## src/rtl/rx_frame_ctrl.sv

```systemverilog
// rx_frame_ctrl: parses length-prefixed frames from the matched-filter byte
// FIFO, forwards the payload through a 2-entry output buffer and reports a
// per-frame status with an error code.
module rx_frame_ctrl #(
  parameter int unsigned MAX_LEN = 255,
  parameter int unsigned TIMEOUT = 1023
) (
  input  logic       clk,
  input  logic       reset,
  input  logic [7:0] Byte,
  input  logic       pushByte,
  input  logic       Sync,
  input  logic       lastByte,
  output logic       stopin,
  output logic [7:0] out_data,
  output logic       out_valid,
  input  logic       out_ready,
  output logic       out_sof,
  output logic       out_eof,
  output logic       stat_valid,
  output logic [2:0] stat_err,
  output logic [7:0] stat_len
);

  localparam int unsigned DW = 8;
  localparam int unsigned CW = 2;
  localparam int unsigned TW = 16;
  localparam int unsigned EW = 3;

  localparam logic [EW-1:0] E_OK      = EW'(0);
  localparam logic [EW-1:0] E_SHORT   = EW'(1);
  localparam logic [EW-1:0] E_LONG    = EW'(2);
  localparam logic [EW-1:0] E_RESYNC  = EW'(3);
  localparam logic [EW-1:0] E_TIMEOUT = EW'(4);
  localparam logic [EW-1:0] E_OVF     = EW'(5);
  localparam logic [EW-1:0] E_BADLEN  = EW'(6);

  typedef struct packed {
    logic [DW-1:0] data;
    logic          sof;
    logic          eof;
  } beat_t;

  typedef enum logic [1:0] {S_IDLE, S_PAYLOAD, S_ERR} state_t;

  state_t        state;
  logic [DW-1:0] frame_len;
  logic [DW-1:0] pcnt;
  logic [TW-1:0] idle_cnt;
  logic          pend_bad;
  logic [CW-1:0] count;
  beat_t         head;
  beat_t         tail;

  beat_t         in_beat;
  logic [DW-1:0] pcnt_inc;
  logic          full;
  logic          pop;
  logic          in_payload;
  logic          last_hit;
  logic          bad_hdr;
  logic          overflow;
  logic          is_hdr;
  logic          push;
  logic          timeout_hit;

  assign out_data = head.data;
  assign out_sof  = head.sof;
  assign out_eof  = head.eof;

  // Backpressure decoded from the registered buffer occupancy.
  assign stopin = (count == CW'(2)) | ((count == CW'(1)) & ~out_ready);

  // Per-cycle classification of the offered byte.
  always_comb begin
    full         = (count == CW'(2));
    pop          = out_valid & out_ready;
    in_payload   = (state == S_PAYLOAD);
    pcnt_inc     = pcnt + DW'(1);
    last_hit     = (pcnt_inc == frame_len);
    bad_hdr      = (Byte == DW'(0)) || (Byte > DW'(MAX_LEN));
    overflow     = pushByte & in_payload & full;
    is_hdr       = pushByte & Sync & ~overflow;
    push         = pushByte & ~Sync & in_payload & ~full;
    in_beat.data = Byte;
    in_beat.sof  = (pcnt == DW'(0));
    in_beat.eof  = lastByte | last_hit;
    timeout_hit  = in_payload & ~pushByte & ((idle_cnt + TW'(1)) == TW'(TIMEOUT));
  end

  // Two-entry output buffer; head drives the stream and only moves on handshake.
  always_ff @(posedge clk or negedge reset) begin
    if (!reset) begin
      head      <= '0;
      tail      <= '0;
      count     <= CW'(0);
      out_valid <= 1'b0;
    end else if (pop) begin
      if (count == CW'(2)) begin
        head  <= tail;
        count <= CW'(1);
      end else if (push) begin
        head <= in_beat;
      end else begin
        count     <= CW'(0);
        out_valid <= 1'b0;
      end
    end else if (push) begin
      if (count == CW'(0)) begin
        head      <= in_beat;
        count     <= CW'(1);
        out_valid <= 1'b1;
      end else begin
        tail  <= in_beat;
        count <= CW'(2);
      end
    end
  end

  // Frame state machine, idle timer and status reporting.
  always_ff @(posedge clk or negedge reset) begin
    if (!reset) begin
      state      <= S_IDLE;
      frame_len  <= DW'(0);
      pcnt       <= DW'(0);
      idle_cnt   <= TW'(0);
      pend_bad   <= 1'b0;
      stat_valid <= 1'b0;
      stat_err   <= E_OK;
      stat_len   <= DW'(0);
    end else begin
      stat_valid <= 1'b0;
      pend_bad   <= 1'b0;
      if (pend_bad) begin
        stat_valid <= 1'b1;
        stat_err   <= E_BADLEN;
        stat_len   <= DW'(0);
      end

      if (pushByte) begin
        idle_cnt <= TW'(0);
      end else if (in_payload) begin
        idle_cnt <= idle_cnt + TW'(1);
      end

      case (state)
        S_IDLE, S_ERR: begin
          if (is_hdr) begin
            if (bad_hdr) begin
              state <= S_ERR;
              if (pend_bad) begin
                pend_bad <= 1'b1;
              end else begin
                stat_valid <= 1'b1;
                stat_err   <= E_BADLEN;
                stat_len   <= DW'(0);
              end
            end else begin
              state     <= S_PAYLOAD;
              frame_len <= Byte;
              pcnt      <= DW'(0);
            end
          end else if (pushByte && lastByte && (state == S_ERR)) begin
            state <= S_IDLE;
          end
        end

        S_PAYLOAD: begin
          if (overflow) begin
            stat_valid <= 1'b1;
            stat_err   <= E_OVF;
            stat_len   <= pcnt;
            state      <= S_ERR;
          end else if (is_hdr) begin
            // Aborted frame reports first; a bad new header is reported next cycle.
            stat_valid <= 1'b1;
            stat_err   <= E_RESYNC;
            stat_len   <= pcnt;
            if (bad_hdr) begin
              state    <= S_ERR;
              pend_bad <= 1'b1;
            end else begin
              frame_len <= Byte;
              pcnt      <= DW'(0);
            end
          end else if (push) begin
            pcnt <= pcnt_inc;
            if (lastByte) begin
              stat_valid <= 1'b1;
              stat_err   <= last_hit ? E_OK : E_SHORT;
              stat_len   <= pcnt_inc;
              state      <= S_IDLE;
            end else if (last_hit) begin
              stat_valid <= 1'b1;
              stat_err   <= E_LONG;
              stat_len   <= pcnt_inc;
              state      <= S_ERR;
            end
          end else if (timeout_hit) begin
            stat_valid <= 1'b1;
            stat_err   <= E_TIMEOUT;
            stat_len   <= pcnt;
            state      <= S_IDLE;
            idle_cnt   <= TW'(0);
          end
        end

        default: state <= S_IDLE;
      endcase
    end
  end

endmodule

```

## config.mk

```make
export PLATFORM = sky130hd
export DESIGN_NAME = rx_frame_ctrl
export DESIGN_NICKNAME = d
export VERILOG_FILES = /design/src/rtl/rx_frame_ctrl.sv
export SDC_FILE = /design/constraint.sdc
export NUM_CORES = 1
export LEC_CHECK = 0
export CORE_MARGIN = 5
export CORE_UTILIZATION = 30
export DETAILED_ROUTE_END_ITERATION = 7
export PLACE_DENSITY_LB_ADDON = 0.12
export RECOVER_POWER = 50
export SLEW_MARGIN = 5
export SYNTH_ARGS = -nofsm -noshare
export SYNTH_HDL_FRONTEND = slang
export SYNTH_SLANG_ARGS = --single-unit
```

## constraint.sdc

```tcl
create_clock -name clk -period 3.7 [get_ports clk]
set_input_delay 0.37 -clock clk [delete_from_list [all_inputs] [get_ports clk]]
set_output_delay 0.37 -clock clk [all_outputs]
set_load 0.01 [all_outputs]
```

==> impl_metrics.ini, run 1 <==
[outcome]
violations = max-capacitance violations, max-slew violations
status = finished with violations

[clock_network]
cts_sinks = 70
post_cts_buffers = 0
ctsResizeCount = 0
cts_buffer_depth = 2
cts_root_buf = clkbuf_16
path_clk_slew_ps = 60
cts_buffers = 9
clk_latency_ps = 330
cts_hold_buf = 0
h-tree-depth = 3
cts_tree = done

[sta]
rsz0062_at_grt = false
fin_tns_setup_ps = 0
period_needed_ps = 3004
hold_viol = 0
maxSlewViolCount = 32
setup_viol = 0
slew_headroom = -0.2001
period_share = 0.8119
skew_ps = 6.138
tightest_slew_ps = 1800
fmax_ghz = 0.3329

[global_route]
gr-total-overflow = 0
grt_usage = 0.1444
antenna_found_initial = 0
first_global_vias = 3544
grt_max_degree = 32
grt_pass1_wl_um = 18890

[placed_design]
dp_hpwl_um = 8072
port_buffers = 37
gp_congestion = 0.7812

[final_layout]
fillers = 1413
areaGrowthSynthToFinish_pct = 18.48
multi_input_area_um2 = 2321
layout.nets = 511
final_core_util = 0.3620
drive_gt1_frac = 0.1207
insertedDiodeCount = 0
ff_latch_area_um2 = 1752

[worst_setup_path]
endpoint_kind = flop
r2r-start = pcnt[0]
cp.arrival_ps = 3240
r2r_slack_ps = 700
critical_path.startpoint_type = flop
cp_max_fo = 11
required_ps = 3930
critPathMaxStageDelay_ps = 540
crit_slowest_cell = or4_4
cp_cell_sequence = ha_1, xnor2_4, xnor2_1, or4_4, nor3_2, nor3_2, a221o_1, o31ai_2
cp_common_cell = nor3_2
r2r_cells = 8
crit_type = flop to flop
reg2reg_to = stat_len[6]

[worst_hold_path]
min_from = tail[0]
hold_class = flop to flop
holdPathStages = 2
hold_end = tail[0]

[synth]
synth_cell_types = 61
yosysSeqAreaShare = 0.4146
synth_edf_count = 0
synth-seq-cells = 70
synthFlopType = dfrtp_1
syn_area_um2 = 4225
yosys_warnings = 0
synth_cells = 465
netlist_top_cells_area = dfrtp_1 (41%), nor2_1 (5.6%), mux2_2 (5.1%)
synthArstFlopShare = 1.000
synth_top_cell_by_area = dfrtp_1
syn_avg_cell_area_um2 = 9.087
synth_fp_nets = 483
synth.top_cell.area_share = 0.4146

[routing]
drtPass1Iterations = 4
wire_per_inst_um = 16.55
viasPerCell = 5.047
drtAntennaViolNets = 0
wl_um = 11200
drcViolationCount = 0
num_vias = 3417
drtIter0Drc = 171

[floorplanning]
coreArea_um2 = 13830
rows = 43
initial_utilization = 0.3056
io_pins = 38
dieHeight_um = 128.7
die_area_um2 = 16560
die_x_um = 128.7

[power_and_ir_drop]
peakVddDrop_uv = 172.0
powerDensity_nw_per_um2 = 457.1
leakage_nw = 2.151
finalPower_mw = 2.288

[flow_run]
drv_cap = 1
-- where the power goes --
part,internal [mW],switching (mW),leakage (nW),total (mW)
clock network,0.486,0.316,0.133,0.803
logic,0.281,0.282,1.08,0.562
registers,0.856,0.0675,0.938,0.923
-- synth_stat cells (6+ instances only) --
library cell,count
nor3_1,12
o21ai_0,30
nand3_1,13
dfrtp_1,70
mux2_2,19
nor2_1,63
or3_1,6
clkbuf_1,18
xor2_1,12
a21oi_1,31
nand2_1,45
nor2b_1,7
inv_1,7
a221o_1,6
nor4_1,8
nand4_1,7
xnor2_1,18
mux2i_1,10
-- final cells by class --
cell class | count | area share
Multi-Input combinational cell | 360 | 0.4636
Sequential cell | 70 | 0.3499
Timing Repair Buffer | 44 | 0.08173
Clock buffer | 14 | 0.05274
Tap cell | 180 | 0.04499
Inverter | 8 | 0.005999
Clock inverter | 1 | 0.0009998
-- layer usage --
| metal | routed length (um) | vias up | GRT usage |
|---|---|---|---|
| met5 | 0 | - | 0 |
| met4 | 180 | 0 | 0.05683 |
| met3 | 468 | 13 | 0.03196 |
| met2 | 4888 | 70 | 0.2143 |
| met1 | 5665 | 1624 | 0.2046 |
| li1 | - | 1710 | - |
-- how the worst max path moves through the flow --
| stage | end | cells past startpoint | slack [ps] | start |
|---|---|---|---|---|
| 6_report | stat_len[6] | 8 | 700 | pcnt[0] |
| 5_1_grt | stat_len[7] | 8 | 460 | pcnt[0] |
| 4_1_cts | stat_len[6] | 8 | 650 | pcnt[0] |
| 3_5_place_dp | stat_len[6] | 8 | 670 | pcnt[0] |
| 3_3_place_gp | stat_len[6] | 8 | 720 | pcnt[0] |
| 2_1_floorplan | stat_len[0] | 10 | 1110 | pcnt[0] |
-- logic make-up after synthesis --
family	Yosys count	share of synthesized area
xor+xnor	32	0.07433
buf+inv	35	0.03613
mux	29	0.07433
simple gates	195	0.2339
compound gates	100	0.1549
fa+ha+maj	4	0.01185
flops	70	0.4146
-- state kept, by name, summed over array words and instances (netlist names) --
signal      flops
idle_cnt       16
tail           10
frame_len       8
out_data        8
pcnt            8
stat_len        8
stat_err        3
count           2
state           2
out_eof         1
out_sof         1
out_valid       1
pend_bad        1
stat_valid      1
-- per-stage QoR --
step / hold WS (ps) / cell area, um2 / setup slack (ps) / std cells
5_1_grt: 521.7 / 5006 / 458.3 / 677
3_5_place_dp: 480.0 / 4746 / 673.0 / 662
6_report: 496.4 / 5006 / 696.1 / 677
3_3_place_gp: 470.3 / 4746 / 722.6 / 662
2_1_floorplan: 74.41 / 4225 / 1113 / 465
4_1_cts: 126.0 / 5015 / 654.3 / 677
-- critical path, delay by kind of cell (launching register included) --
kind	cells	cell delay, ps
AOI/OAI and AO/OA	2	600
xor gates and xnor gates	2	320
adders and majority gates	1	360
DFF	1	500
and+or+nand+nor	3	1100
-- placed cells by master (no fill, tap or decap), drive strengths merged, types with 7 or more instances in the layout --
| cell type | synthesis | final |
|---|---|---|
| nor2b | 7 | 7 |
| mux2 | 19 | 19 |
| clkdlybuf4s50 | 0 | 24 |
| nand2 | 46 | 46 |
| xnor2 | 19 | 19 |
| dlygate4sd3 | 0 | 12 |
| nand4 | 8 | 8 |
| xor2 | 12 | 12 |
| dfrtp | 70 | 70 |
| nand3 | 13 | 13 |
| inv | 7 | 7 |
| mux2i | 10 | 10 |
| o21ai | 31 | 31 |
| nor4 | 8 | 8 |
| clkbuf | 18 | 17 |
| a21oi | 31 | 31 |
| o31ai | 8 | 8 |
| nor2 | 64 | 64 |
| nor3 | 15 | 15 |
Power figures use the tool's default switching activity.
==> run 2: changes to the inputs <==
==> constraint.sdc (replaced) <==
create_clock -name clk -period 2.8 [get_ports clk]
set_input_delay 0.28 -clock clk [delete_from_list [all_inputs] [get_ports clk]]
set_output_delay 0.28 -clock clk [all_outputs]
set_load 0.01 [all_outputs]
==> run 2 against run 1 <==
  * The flow now finishes without violations
  * Setup slack worse by 570 ps
  * Via count up 3.0%
  * Global-route usage down 0.22 points
  * Total power up 49%
  * Flip-flop and latch count unchanged
  * Fmax up 12%
  * Critical path depth unchanged
  * Design area up 6.4%
  * First-iteration DRC count down 4.7%
  * Hold slack worse by 6.1 ps
  * Register-to-register slack worse by 570 ps
  * Critical endpoint is now stat_len[0]
==> impl_metrics.ini, run 2 (synthesis results as in run 1) <==
[power_and_ir_drop]
leakage_nw = 2.317
peakVddDrop_uv = 255.4
powerDensity_nw_per_um2 = 641.8

[global_route]
first_global_vias = 3668
grt_usage = 0.1422
gr-total-overflow = 0
grt_max_degree = 71
antenna_found_initial = 0
grt_pass1_wl_um = 18950

[routing]
viasPerCell = 5.023
highest-signal-layer = met4
drtIter0Drc = 163
drtPass1Iterations = 4
wl_met1_um = 5771
route.met2.wl_um = 4862
num_vias = 3521
wire_per_inst_um = 15.92
wl_um = 11160
route.met3.wl_um = 371
drtAntennaViolNets = 0
drcViolationCount = 0

[final_layout]
reg_top3 = idle_cnt x16, tail x10
drive_gt1_frac = 0.1766
final_common_cell = dfrtp_1
ff_latch_area_um2 = 1753
fillers = 1372
final_cell_mix = dfrtp_1 (69), nor2_1 (63), nand2_1 (45)
regMostFlops = idle_cnt
multi_input_area_um2 = 2342
final_core_util = 0.3852
fin_cells = 701
insertedDiodeCount = 0
largest_register_ffs = 16
layout.nets = 534
areaGrowthSynthToFinish_pct = 26.06

[outcome]
status = finished, final reports clean

[floorplanning]
io_pins = 38
rows = 43
die_area_um2 = 16560
coreArea_um2 = 13830
dieHeight_um = 128.7
initial_utilization = 0.3056
die_x_um = 128.7

[worst_setup_path]
crit_type = flop to flop
cp.arrival_ps = 2900
endpoint_kind = flop
critical_path.startpoint_type = flop
cp_max_fo = 7
required_ps = 3020

[placed_design]
gp_congestion = 0.8112
dp_hpwl_um = 8083
post-place-ws_ps = 98.08
port_buffers = 37
place_inst = 684

[clock_network]
h-tree-depth = 3
cts_root_buf = clkbuf_16
cts_buffers = 9
clk_latency_ps = 340
cts_buffer_depth = 2
cts_tree = done
cts_sinks = 70
path_clk_slew_ps = 60
post_cts_buffers = 0

[sta]
slew_headroom = 0.5390
period_share = 0.9551
layout_setup_ws_ps = 125.8
fin_tns_setup_ps = 0
rsz0062_at_grt = false
hold_viol = 0
fmax_ghz = 0.3740
setup_viol = 0
maxSlewViolCount = 0
period_needed_ps = 2674
skew_ps = 4.623
whs_ps = 490.3
tightest_slew_ps = 687.0

[worst_hold_path]
hold_class = flop to flop

[flow_run]
drv_cap = 0
-- run 2: area by class of cell --
| cell class | instances | share of cell area |
|---|---|---|
| timing repair buffer | 67 | 0.1135 |
| inverter | 8 | 0.005638 |
| clock buffer | 10 | 0.04487 |
| multi-input combinational | 360 | 0.4397 |
| sequential | 70 | 0.3291 |
| clock inverter | 6 | 0.02490 |
| tap | 180 | 0.04228 |
-- run 2: where the power goes --
group / switching [mW] / total [mW] / leakage, nW / internal, mW
combinational: 0.373 / 0.754 / 1.20 / 0.381
sequential: 0.0930 / 1.22 / 0.936 / 1.13
clock: 0.458 / 1.44 / 0.179 / 0.983
total: 0.924 / 3.42 / 2.32 / 2.49
-- run 2: through the flow --
| stage | instance area [um2] | total power [mW] |
|---|---|---|
| finish | 5326 | 3.419 |
| global route | 5326 | 3.611 |
| CTS | 5305 | 3.483 |
| detailed placement | 4923 | 2.021 |
| global placement | 4923 | 2.014 |
| floorplan | 4225 | 1.692 |
-- run 2: metal layers --
layer | vias to the layer above | GRT usage
li1 | 1756 | -
met3 | 12 | 0.02657
met4 | 0 | 0.04571
met1 | 1687 | 0.2046
met2 | 66 | 0.2159
met5 | - | 0
-- run 2: timing repair --
item                                    CTS  global route
endpoints found under the hold margin    36             0
endpoints found under the setup margin    0             9
hold buffers                              1             0
resized for setup                         0             5
-- run 2: final timing paths --
kind / startpoint / to / slack (ps) / cells past startpoint
max: pcnt[0] / stat_len[0] / 130 / 8
max reg2reg: pcnt[0] / stat_len[0] / 130 / 8
min: tail[0] / tail[0] / 490 / 2
min reg2reg: tail[0] / tail[0] / 490 / 2
min in group asynchronous: reset / tail[6] / 550 / 3
max in group asynchronous: reset / pcnt[1] / 1910 / 3
-- run 2: critical path: stages, from the launching register on --
cell      delay [ps]
dfrtp_1          430
ha_1             300
xnor2_4          160
xnor2_1          130
or4_4            540
o31a_1           410
nor2_8           170
a211oi_1          90
a221o_1          330
